==> src/rtl/button_alu.sv <==
// button_alu: five debounced push-buttons start a small multi-cycle ALU
// operating on the switch bank; the result is held on the LEDs.
module button_alu #(
  parameter int BITS            = 16,
  parameter int DEBOUNCE_CYCLES = 250000
) (
  input  logic            clk,
  input  logic            reset,
  input  logic [BITS-1:0] SW,
  input  logic            BTNU,
  input  logic            BTND,
  input  logic            BTNL,
  input  logic            BTNR,
  input  logic            BTNC,
  output logic [BITS-1:0] LED,
  output logic            busy,
  output logic            done
);

  localparam int CW = $clog2(DEBOUNCE_CYCLES + 1);
  localparam logic [CW-1:0] CNT_MAX = CW'(DEBOUNCE_CYCLES - 1);

  localparam logic [0:0] S_IDLE    = 1'b0;
  localparam logic [0:0] S_COMPUTE = 1'b1;

  localparam logic [2:0] OP_LO  = 3'd0;
  localparam logic [2:0] OP_NO  = 3'd1;
  localparam logic [2:0] OP_ADD = 3'd2;
  localparam logic [2:0] OP_SUB = 3'd3;
  localparam logic [2:0] OP_MUL = 3'd4;

  // Button vector order: [4]=U [3]=D [2]=L [1]=R [0]=C (priority high to low)
  logic [4:0]    w_btn_raw;
  logic [4:0]    r_sync1;
  logic [4:0]    r_sync2;
  logic [4:0]    r_deb;
  logic [4:0]    r_deb_d;
  logic [CW-1:0] r_cnt [5];
  logic [4:0]    w_press;

  logic [0:0]    r_state;
  logic [2:0]    r_op;
  logic [15:0]   r_op_sw;
  logic [3:0]    r_step;
  logic [3:0]    r_last;
  logic [15:0]   r_acc;
  logic [15:0]   r_mcand;
  logic [15:0]   r_led;
  logic          r_done;

  logic [2:0]    w_op;
  logic [3:0]    w_last;
  logic          w_scan_bit;
  logic          w_mul_bit;
  logic [4:0]    w_idx1;
  logic [15:0]   w_a_ext;
  logic [15:0]   w_b_ext;
  logic [15:0]   w_acc_next;
  logic          w_final;

  assign w_btn_raw = {BTNU, BTND, BTNL, BTNR, BTNC};
  assign w_press   = r_deb & ~r_deb_d;

  // Two-flop synchronizers for the asynchronous buttons
  always_ff @(posedge clk) begin
    if (reset) begin
      r_sync1 <= '0;
      r_sync2 <= '0;
    end else begin
      r_sync1 <= w_btn_raw;
      r_sync2 <= r_sync1;
    end
  end

  // Debounce: level follows the synchronized input only after it has differed for DEBOUNCE_CYCLES cycles
  always_ff @(posedge clk) begin
    if (reset) begin
      r_deb   <= '0;
      r_deb_d <= '0;
      for (int unsigned i = 0; i < 5; i++) r_cnt[i] <= '0;
    end else begin
      r_deb_d <= r_deb;
      for (int unsigned i = 0; i < 5; i++) begin
        if (r_sync2[i] == r_deb[i]) begin
          r_cnt[i] <= '0;
        end else if (r_cnt[i] == CNT_MAX) begin
          r_deb[i] <= r_sync2[i];
          r_cnt[i] <= '0;
        end else begin
          r_cnt[i] <= r_cnt[i] + 1'b1;
        end
      end
    end
  end

  // Priority encode simultaneous presses into an opcode and its final step index
  always_comb begin
    w_op   = OP_ADD;
    w_last = 4'd0;
    if (w_press[4]) begin
      w_op   = OP_LO;
      w_last = 4'd15;
    end else if (w_press[3]) begin
      w_op   = OP_NO;
      w_last = 4'd15;
    end else if (w_press[2]) begin
      w_op   = OP_ADD;
      w_last = 4'd0;
    end else if (w_press[1]) begin
      w_op   = OP_SUB;
      w_last = 4'd0;
    end else if (w_press[0]) begin
      w_op   = OP_MUL;
      w_last = 4'd7;
    end
  end

  assign w_scan_bit = r_op_sw[r_step];
  assign w_mul_bit  = r_op_sw[r_step[2:0]];
  assign w_idx1     = {1'b0, r_step} + 5'd1;
  assign w_a_ext    = {{8{r_op_sw[15]}}, r_op_sw[15:8]};
  assign w_b_ext    = {{8{r_op_sw[7]}},  r_op_sw[7:0]};
  assign w_final    = (r_step == r_last);

  // One datapath step; the multiplier's bit 7 has negative weight, so that partial product is subtracted
  always_comb begin
    w_acc_next = r_acc;
    case (r_op)
      OP_LO:   if (w_scan_bit) w_acc_next = {11'b0, w_idx1};
      OP_NO:   w_acc_next = r_acc + {15'b0, w_scan_bit};
      OP_ADD:  w_acc_next = w_a_ext + w_b_ext;
      OP_SUB:  w_acc_next = w_a_ext - w_b_ext;
      OP_MUL: begin
        if (w_mul_bit) begin
          if (r_step == 4'd7) w_acc_next = r_acc - r_mcand;
          else                w_acc_next = r_acc + r_mcand;
        end
      end
      default: w_acc_next = r_acc;
    endcase
  end

  // Control FSM: capture operands on a press in IDLE, step until the final step, then publish the result
  always_ff @(posedge clk) begin
    if (reset) begin
      r_state <= S_IDLE;
      r_op    <= OP_LO;
      r_op_sw <= '0;
      r_step  <= '0;
      r_last  <= '0;
      r_acc   <= '0;
      r_mcand <= '0;
      r_led   <= '0;
      r_done  <= 1'b0;
    end else begin
      r_done <= 1'b0;
      case (r_state)
        S_IDLE: begin
          if (|w_press) begin
            r_op_sw <= SW[15:0];
            r_op    <= w_op;
            r_last  <= w_last;
            r_step  <= '0;
            r_acc   <= '0;
            r_mcand <= {{8{SW[15]}}, SW[15:8]};
            r_state <= S_COMPUTE;
          end
        end
        S_COMPUTE: begin
          r_acc   <= w_acc_next;
          r_mcand <= {r_mcand[14:0], 1'b0};
          r_step  <= r_step + 4'd1;
          if (w_final) begin
            r_led   <= w_acc_next;
            r_done  <= 1'b1;
            r_state <= S_IDLE;
          end
        end
        default: r_state <= S_IDLE;
      endcase
    end
  end

  assign LED  = BITS'(r_led);
  assign busy = (r_state == S_COMPUTE);
  assign done = r_done;

endmodule

==> config.mk <==
export PLATFORM = sky130hd
export DESIGN_NAME = button_alu
export DESIGN_NICKNAME = d
export VERILOG_FILES = /design/src/rtl/button_alu.sv
export SDC_FILE = /design/constraint.sdc
export NUM_CORES = 1
export LEC_CHECK = 0
export BUFFER_PORTS_ARGS = -buffer_cell sky130_fd_sc_hd__buf_2
export CAP_MARGIN = 20
export CORE_MARGIN = 5
export CORE_UTILIZATION = 35
export DETAILED_ROUTE_END_ITERATION = 10
export GPL_TIMING_DRIVEN = 0
export PLACE_DENSITY_LB_ADDON = 0.08
export SKIP_CTS_REPAIR_TIMING = 1
export SLEW_MARGIN = 10
export SYNTH_ARGS = -nofsm -noshare
export SYNTH_HDL_FRONTEND = slang
export SYNTH_SLANG_ARGS = --single-unit
==> constraint.sdc <==
create_clock -name clk -period 6.1 [get_ports clk]
set_input_delay 0.61 -clock clk [delete_from_list [all_inputs] [get_ports clk]]
set_output_delay 0.61 -clock clk [all_outputs]
set_load 0.02 [all_outputs]
==> results of run 1 <==
==> worst reg2reg max path: stages (launching register included) <==
cell and delay [ns]:
dfxtp_1 0.41, buf_1 0.47, or2_2 0.21, clkbuf_1 0.30
o31ai_1 0.15, xor2_1 0.17, ha_1 0.36, o211ai_1 0.10
a21oi_1 0.24, o21ai_0 0.19, o21ai_0 0.61, a21boi_0 0.23
xnor2_1 0.19, a211oi_1 0.40, a211oi_1 0.13
==> state kept, by name, summed over array words and instances, names as in the netlist <==
signal and count:
LED 16, r_op_sw 16, r_deb 5, r_deb_d 5, busy 1, r_op 3, r_sync1 5, r_mcand 16
r_sync2 5, r_acc 16, r_cnt 90, r_last 2, r_step 4, done 1
==> cells by family after synthesis <==
logic type	count (synthesis)	synth area share, %
simple gates	527	23.06
compound gates	247	13.95
flops	185	42.07
xor+xnor	111	8.882
buf+inv	106	3.829
fa+ha+maj	43	5.121
mux	25	3.063
other cells	1	0.03426
==> per-layer routing <==
| metal | vias to the layer above | part of all wire, % | global-route usage [%] | routed length [um] |
|---|---|---|---|---|
| met5 | - | 0 | 0 | 0 |
| met4 | 0 | 1.8 | 5.176 | 513 |
| met3 | 27 | 4.1 | 3.322 | 1202 |
| met2 | 168 | 43 | 25.43 | 12620 |
| met1 | 4365 | 51 | 24.59 | 14800 |
| li1 | 4635 | - | - | - |
==> report_power, final <==
group / internal (mW) / switching (mW) / leakage (nW) / total, mW
clock network: 0.546 / 0.552 / 0.278 / 1.10
registers: 1.33 / 0.0278 / 1.70 / 1.36
logic: 0.0284 / 0.0489 / 2.52 / 0.0774
total: 1.90 / 0.629 / 4.49 / 2.53
==> how the worst min path moves through the flow <==
stage,start,endpoint,slack [ns]
2_1_floorplan,r_sync1[0],r_sync2[0],0.41
3_5_place_dp,r_sync1[2],r_sync2[2],0.43
5_1_grt,BTND,r_sync1[3],0.38
4_1_cts,BTND,r_sync1[3],0.37
3_3_place_gp,r_sync1[2],r_sync2[2],0.42
6_report,BTND,r_sync1[3],0.39
==> cell type report <==
type | count | area (um^2) | area share (%)
plain buffers | 60 | 246.5 | 1.966
clock buffers | 19 | 432.9 | 3.453
clock inverters | 13 | 128.9 | 1.028
inverters | 46 | 172.7 | 1.377
multi-input cells | 1043 | 6256 | 49.90
flip-flops and latches | 185 | 4604 | 36.73
well taps | 396 | 495.5 | 3.952
repair buffers | 40 | 200.2 | 1.597
==> layout by cell type (no fill, tap or decap), types with 4 or more instances in the layout <==
cell       Yosys  layout
xnor2_1       59      59
o211ai_1       4       4
mux4_2         6       6
nand3_1       48      48
clkbuf_1      47      49
nor3_1        26      26
a311oi_1       5       5
dfxtp_1       95      95
mux2i_1       14      14
inv_1         43      43
mux2_2         4       4
o21ai_0       37      37
buf_1          8       8
a21oi_1      102     102
a211oi_1      24      24
a21o_1         6       6
conb_1         1      90
ha_1          40      40
nand2_1      113     113
nor4_1         9       9
o21ai_1        9       9
edfxtp_1      90      90
nor2_1       195     195
and2_1         7       7
o22ai_1       10      10
nor2b_1       26      26
nor4b_1        7       7
xor2_1        52      52
clkbuf_16      0      17
o31ai_1        6       6
buf_2          1      41
nand2b_1       8       8
and3_1        16      16
inv_8          0       4
and4_1         8       8
inv_6          0       5
nand3b_1       9       9
or3_1         21      21
a221o_1        4       4
nand4_1       21      21
==> per-stage QoR <==
| stage | hold WS, ns | total power [mW] | util [%] |
|---|---|---|---|
| 6_report | 0.3898 | 2.532 | 40.77 |
| 5_1_grt | 0.3762 | 2.641 | 40.77 |
| 4_1_cts | 0.3734 | 2.571 | 40.77 |
| 3_5_place_dp | 0.4284 | 1.463 | 38.94 |
| 3_3_place_gp | 0.4191 | 1.461 | 38.94 |
| 2_1_floorplan | 0.4138 | 1.430 | - |
==> flow_summary.yaml, run 1 <==
outcome:
  status: "finished clean"
critical_path:
  cp-startpoint: "r_step[3]"
  critPathMaxFanout: 10
  max_stage_delay_ns: 0.61
  arrival_ns: 4.61
  crit_family: "compound AO/OA/AOI/OAI gates"
  worstSetupPathType: "reg2reg"
  worst-path-stages: 14
  r2r_start: "r_step[3]"
  worst-endpoint-required_ns: 6.39
  reg2reg_to: "r_acc[13]"
  startpoint_type: "flop"
  crit_path_end_kind: "flop"
  crit_chain: "buf_1 -> or2_2 -> clkbuf_1 -> o31ai_1 -> xor2_1 -> ha_1 -> o211ai_1 -> a21oi_1 -> o21ai_0 -> o21ai_0 -> a21boi_0 -> xnor2_1 -> a211oi_1 -> a211oi_1"
  r2r_slack_ns: 1.79
  path_buf_inv: 2
  reg2regPathDepth: 14
  crit_end: "r_acc[13]"
  cp_slowest_cell: "o21ai_0"
clock_network:
  tritoncts: "built"
  clk_pin_slew_ns: 0.08
  h-tree-depth: 4
  clk_latency_ns: 0.44
  cts_sinks: 185
  clock_path_buffers: 2
  cts_buffers: 17
  root_buffer: "clkbuf_16"
detailed_routing:
  routedWlPerCell_um: 16.17
  firstDrtPassIters: 5
  ant_nets: 0
  viasPerCell: 5.103
  drt_iter0_drc: 501
  routed_wl_um: 29130
  num_vias: 9195
  drc: 0
timing:
  fmax_ghz: 0.2318
  setup_ws_ns: 1.786
  finalCritPeriodShare_pct: 70.72
  rsz0062_at_grt: "false"
  skew_ns: 0.01415
  final-setup-viol-count: 0
  max-slew-margin-rel_pct: 41.21
  slew_viol_final: 0
  fin_crit_ns: 4.314
  final-hold-violation-count: 0
  setup_tns_ns: 0
  worst_pin_slew_ns: 0.8818
logic_synthesis:
  yosysMostFrequentCell: "nor2_1"
  synth_top_area_cell: "edfxtp_1"
  yosysWarnings: 0
  avgSynthCellArea_um2: 8.792
  yosysUniqueCellTypes: 75
  ys_ff_latch: 185
  async_reset_ff_share_pct: 0
  netlist_area_mm2: 0.01095
  synth_top_area_share_pct: 24.69
  synth_flop_cell: "dfxtp_1"
  synthCells: 1245
  synth_edf_count: 90
  synthTopCellsByCount: "nor2_1, nand2_1, a21oi_1"
  synth_seq_area_share_pct: 42.07
  yosys-top-cells-area: "edfxtp_1, dfxtp_1, nor2_1"
global_route:
  grt_pass1_vias: 8879
  grt_pass1_wl_um: 47730
  grt_max_degree: 20
  grt_usage_pct: 16.90
  antenna_found_initial: 0
  grt_overflow_total: 0
floorplanning:
  die-area_mm2: 0.03491
  pin_count: 41
  start_util_pct: 35.60
  die_h_um: 186.8
  rows: 64
  die_width_um: 186.8
  core-area_mm2: 0.03075
min_path:
  whs_path_depth: 2
  min_path_type: "in2reg"
power:
  p_leak_nw: 4.493
  peakVddDrop_v: 0.0001732
  power_density_mw_per_mm2: 202.0
cells_and_area:
  stdcell_area_mm2: 0.01254
  post_route_cells_drive_above_1_share_pct: 6.757
  diodes: 0
  syn2layout_area_growth_pct: 14.54
  nets: 1459
  n_fill_cell: 3186
  fin_cells: 1802
flow_run:
  drv_cap: 0
placement:
  port_buffers: 40
  dp_cells: 1770
  dp_hpwl_um: 22250
  place_area_mm2: 0.01198
  dp_worst_setup_slack_ns: 1.775
  place.gp.congestion: 0.8969
Note: power is estimated with default switching activity, not from simulation.
==> inputs of run 2 (changes only) <==
==> constraint.sdc (replaced) <==
create_clock -name clk -period 4.1 [get_ports clk]
set_input_delay 0.41 -clock clk [delete_from_list [all_inputs] [get_ports clk]]
set_output_delay 0.41 -clock clk [all_outputs]
set_load 0.02 [all_outputs]
==> flow_summary.yaml, run 2 (synthesized netlist as in run 1, its figures left out) <==
outcome:
  status: "finished clean"
placement:
  dp_worst_setup_slack_ns: -0.2255
  place.gp.congestion: 0.8969
  port_buffers: 40
  dp_hpwl_um: 22250
  dp_cells: 1770
critical_path:
  r2r_start: "r_step[1]"
  crit_chain: "ha_1 -> nand2_1 -> or2_2 -> o21ai_0 -> xor2_1 -> ha_1 -> nand2_1 -> or4b_2 -> o21ai_1 -> o21ai_0 -> a221oi_1 -> xnor2_1 -> a211oi_2 -> o22ai_1"
  startpoint_type: "flop"
  r2r_slack_ns: 0.23
  critPathMaxFanout: 9
  worstSetupPathType: "reg2reg"
  crit_family: "compound AO/OA/AOI/OAI gates"
  path_buf_inv: 0
  worst-endpoint-required_ns: 4.40
  cp-startpoint: "r_step[1]"
  reg2regPathDepth: 14
  max_stage_delay_ns: 0.62
  reg2reg_to: "r_acc[14]"
  worst-path-stages: 14
  crit_path_end_kind: "flop"
  cp_slowest_cell: "or4b_2"
  crit_end: "r_acc[14]"
  arrival_ns: 4.16
floorplanning:
  die_h_um: 186.8
  die-area_mm2: 0.03491
  core-area_mm2: 0.03075
  start_util_pct: 35.60
  pin_count: 41
  rows: 64
  die_width_um: 186.8
timing:
  setup_ws_ns: 0.2323
  setup_tns_ns: 0
  final-setup-viol-count: 0
  fmax_ghz: 0.2585
  hold-worst-slack_ns: 0.1878
  final-hold-violation-count: 0
  skew_ns: 0.01588
  finalCritPeriodShare_pct: 94.34
  max-slew-margin-rel_pct: 40.29
  worst_pin_slew_ns: 0.8956
  slew_viol_final: 0
  rsz0062_at_grt: "false"
  fin_crit_ns: 3.868
cells_and_area:
  final_cell_mix: "nor2_1, nand2_1, a21oi_1, dfxtp_1"
  nets: 1458
  regMostFlops: "r_cnt"
  multi_input_area_mm2: 0.006286
  post_route_cells_drive_above_1_share_pct: 7.189
  largest_reg_flops: 90
  regArea_mm2: 0.004604
  fin_cells: 1801
  final_common_cell: "nor2_1"
  syn2layout_area_growth_pct: 14.79
  diodes: 0
  n_fill_cell: 3188
detailed_routing:
  firstDrtPassIters: 5
  routed_wl_um: 29260
  num_vias: 9208
  wl_met1_um: 14690
  wl_met3_um: 1325
  ant_nets: 0
  drt_iter0_drc: 480
  drc: 0
  viasPerCell: 5.113
  wl_met2_um: 12680
  top_layer_used: "met4"
  routedWlPerCell_um: 16.25
global_route:
  grt_max_degree: 20
  grt_overflow_total: 0
  grt_pass1_vias: 8879
  antenna_found_initial: 0
  grt_usage_pct: 16.90
  grt_pass1_wl_um: 47730
clock_network:
  root_buffer: "clkbuf_16"
  clk_pin_slew_ns: 0.08
  cts_buffers: 17
  cts_sinks: 185
  tritoncts: "built"
  clock_path_buffers: 2
  h-tree-depth: 4
  clk_latency_ns: 0.45
power:
  power_density_mw_per_mm2: 300.0
  p_leak_nw: 4.504
  peakVddDrop_v: 0.0002593
min_path:
  min_path_type: "in2reg"
flow_run:
  drv_cap: 0
## run 2: power breakdown
group | internal [mW] | switching (mW)
Clock | 0.812 | 0.824
Combinational | 0.0423 | 0.0728
Sequential | 1.98 | 0.0414
## run 2: metal layers
metal  vias to the layer above  GRT usage, %
met4                         0         5.176
li1                       4628             -
met2                       177         25.43
met3                        33         3.322
met1                      4370         24.59
met5                         -             0
## run 2: layout make-up
cell class                 count  share of cell area [%]
buffer                        59                   1.942
multi-input combinational   1043                   50.03
clock inverter                13                   1.026
tap                          396                   3.943
inverter                      46                   1.374
sequential                   185                   36.65
timing repair buffer          40                   1.593
clock buffer                  19                   3.446
## run 2: stage by stage
stage	power [mW]	utilization, %	instance area [um^2]
global placement	2.174	38.94	11980
CTS	3.825	40.77	12540
detailed placement	2.176	38.94	11980
global route	3.929	40.86	12560
finish	3.769	40.86	12560
floorplan	2.128	-	11280
## run 2: worst min path at each step
| stage | start | endpoint | cells past startpoint | slack [ns] |
|---|---|---|---|---|
| after global placement | r_sync1[2] | r_sync2[2] | 1 | 0.42 |
| after global routing | BTND | r_sync1[3] | 2 | 0.18 |
| final | BTND | r_sync1[3] | 2 | 0.19 |
| after detailed placement | r_sync1[2] | r_sync2[2] | 1 | 0.43 |
| after floorplan | r_sync1[0] | r_sync2[0] | 1 | 0.41 |
| after CTS | BTND | r_sync1[3] | 2 | 0.17 |
## run 2: worst reg2reg max path, stage by stage (launching register included)
cell and delay (ns):
dfxtp_1 0.35, ha_1 0.23, nand2_1 0.14, or2_2 0.39, o21ai_0 0.13, xor2_1 0.18, ha_1 0.27, nand2_1 0.11
or4b_2 0.62, o21ai_1 0.24, o21ai_0 0.16, a221oi_1 0.36, xnor2_1 0.14, a211oi_2 0.29, o22ai_1 0.13
==> inputs of run 3 (changes only) <==
--- a/config.mk
+++ b/config.mk
@@ -8,10 +8,11 @@
 export BUFFER_PORTS_ARGS = -buffer_cell sky130_fd_sc_hd__buf_2
 export CAP_MARGIN = 20
 export CORE_MARGIN = 5
-export CORE_UTILIZATION = 35
+export CORE_UTILIZATION = 45
 export DETAILED_ROUTE_END_ITERATION = 10
 export GPL_TIMING_DRIVEN = 0
 export PLACE_DENSITY_LB_ADDON = 0.08
+export REMOVE_ABC_BUFFERS = 1
 export SKIP_CTS_REPAIR_TIMING = 1
 export SLEW_MARGIN = 10
 export SYNTH_ARGS = -nofsm -noshare
==> flow_summary.yaml, run 3 (synthesized netlist as in run 1, its figures left out) <==
timing:
  skew_ns: 0.01292
  slew_viol_final: 0
  fin_crit_ns: 3.835
  final-setup-viol-count: 0
  rsz0062_at_grt: "false"
  fmax_ghz: 0.2608
  max-slew-margin-rel_pct: 35.93
  worst_pin_slew_ns: 0.9584
  setup_tns_ns: 0
  final-hold-violation-count: 0
  finalCritPeriodShare_pct: 93.53
clock_network:
  root_buffer: "clkbuf_16"
  h-tree-depth: 4
  cts_buffers: 17
  clock_path_buffers: 2
  clk_pin_slew_ns: 0.08
  clk_latency_ns: 0.44
  cts_sinks: 185
  tritoncts: "built"
outcome:
  status: "finished clean"
critical_path:
  path_buf_inv: 0
  crit_chain: "ha_2 -> nand2_1 -> or2_2 -> o21ai_0 -> xor2_1 -> ha_1 -> nand2_1 -> or4b_2 -> o21ai_1 -> o21ai_0 -> a221oi_2 -> xnor2_1 -> a211oi_2 -> o22ai_1"
  r2r_slack_ns: 0.27
  reg2reg_to: "r_acc[14]"
  worstSetupPathType: "reg2reg"
  crit_family: "simple AND/OR/NAND/NOR gates"
  reg2regPathDepth: 14
  cp_slowest_cell: "or4b_2"
  worst-endpoint-required_ns: 4.39
  r2r_start: "r_step[1]"
  startpoint_type: "flop"
  crit_path_end_kind: "flop"
  arrival_ns: 4.13
  max_stage_delay_ns: 0.61
  critPathMaxFanout: 9
global_route:
  grt_usage_pct: 17.70
  grt_overflow_total: 0
  grt_pass1_vias: 8087
  antenna_found_initial: 2
  grt_max_degree: 51
  grt_pass1_wl_um: 41060
floorplanning:
  core-area_mm2: 0.02411
  die-area_mm2: 0.02754
  start_util_pct: 45.41
  die_h_um: 166.0
  pin_count: 41
  rows: 57
  die_width_um: 166.0
cells_and_area:
  largest_reg_flops: 90
  regMostFlops: "r_cnt"
  utilization_pct: 51.20
  final_cell_mix: "nor2_1, nand2_1, a21oi_1"
  syn2layout_area_growth_pct: 12.77
  nets: 1404
  final_common_cell: "nor2_1"
  post_route_cells_drive_above_1_share_pct: 7.920
detailed_routing:
  drc: 0
  routedWlPerCell_um: 14.56
  routed_wl_um: 24410
  num_vias: 8742
  drt_iter0_drc: 462
  viasPerCell: 5.216
  firstDrtPassIters: 5
  ant_nets: 0
placement:
  dp_hpwl_um: 17800
  place.gp.congestion: 0.8998
  port_buffers: 40
power:
  power_density_mw_per_mm2: 300.9
  peakVddDrop_v: 0.0001847
  p_leak_nw: 4.430
min_path:
  hold_path_startpoint: "BTND"
  min_to: "r_sync1[3]"
  whs_path_depth: 2
  min_path_type: "in2reg"
flow_run:
  drv_cap: 0
-- run 3: cell types whose count changed in the layout (fill, tap and decap cells not counted), moves of 2 or more --
cell,delta
buf_12,+2
o21ai_1,+2
buf_1,-7
clkbuf_1,-48
clkbuf_2,-2
dfxtp_2,+3
dfxtp_1,-5
clkinvlp_4,+5
buf_2,-2
inv_6,-4
buf_6,-2
dfxtp_4,+2
-- run 3: layout make-up --
| class | instances | area, um^2 |
|---|---|---|
| repair buffers | 45 | 292.8 |
| flip-flops and latches | 185 | 4616 |
| multi-input cells | 1043 | 6292 |
| diodes | 1 | 2.502 |
| clock inverters | 15 | 136.4 |
| inverters | 46 | 172.7 |
| well taps | 324 | 405.4 |
| clock buffers | 17 | 425.4 |
| fillers | 2390 | 11760 |
-- run 3: where the power goes --
part           internal (mW)  total [mW]  switching (mW)
combinational         0.0418       0.107          0.0655
clock                  0.800        1.59           0.790
sequential              1.98        2.02          0.0406
-- run 3: worst reg2reg max path: cells and delay by family (launching register included) --
family,cells,cell delay (ns)
AO/OA/AOI/OAI,6,1.17
XOR/XNOR,2,0.31
adder cells (fa/ha/maj),2,0.52
flip-flops,1,0.43
AND/OR/NAND/NOR,4,1.27
-- run 3: how the worst max path moves through the flow --
stage	from	to	slack (ns)	depth (start not counted)
6_report	r_step[1]	r_acc[14]	0.27	14
4_1_cts	r_step[1]	r_acc[13]	-0.33	14
3_5_place_dp	r_step[1]	LED[13]	-0.33	14
2_1_floorplan	busy	LED[15]	-0.06	4
3_3_place_gp	busy	LED[15]	-1.66	4
5_1_grt	r_step[1]	r_acc[13]	0.006	14
-- run 3: routing by layer --
layer | vias up | GRT usage [%] | wire (um)
met4 | 2 | 4.770 | 295
li1 | 4525 | - | -
met5 | - | 0 | 7
met3 | 25 | 3.356 | 977
met2 | 126 | 27.89 | 11000
met1 | 4064 | 25.12 | 12130
-- run 3: through the flow --
step | area (um^2) | worst slack [ns] | std cells | hold WS, ns | power, mW
floorplan | 11030 | -0.05567 | 1274 | 0.4138 | 2.115
global placement | 11640 | -1.657 | 1638 | 0.4167 | 2.164
detailed placement | 11710 | -0.3287 | 1641 | 0.4231 | 2.167
CTS | 12270 | -0.3346 | 1673 | 0.1554 | 3.770
global route | 12340 | 0.005585 | 1676 | 0.1722 | 3.872
finish | 12340 | 0.2654 | 1676 | 0.1694 | 3.714
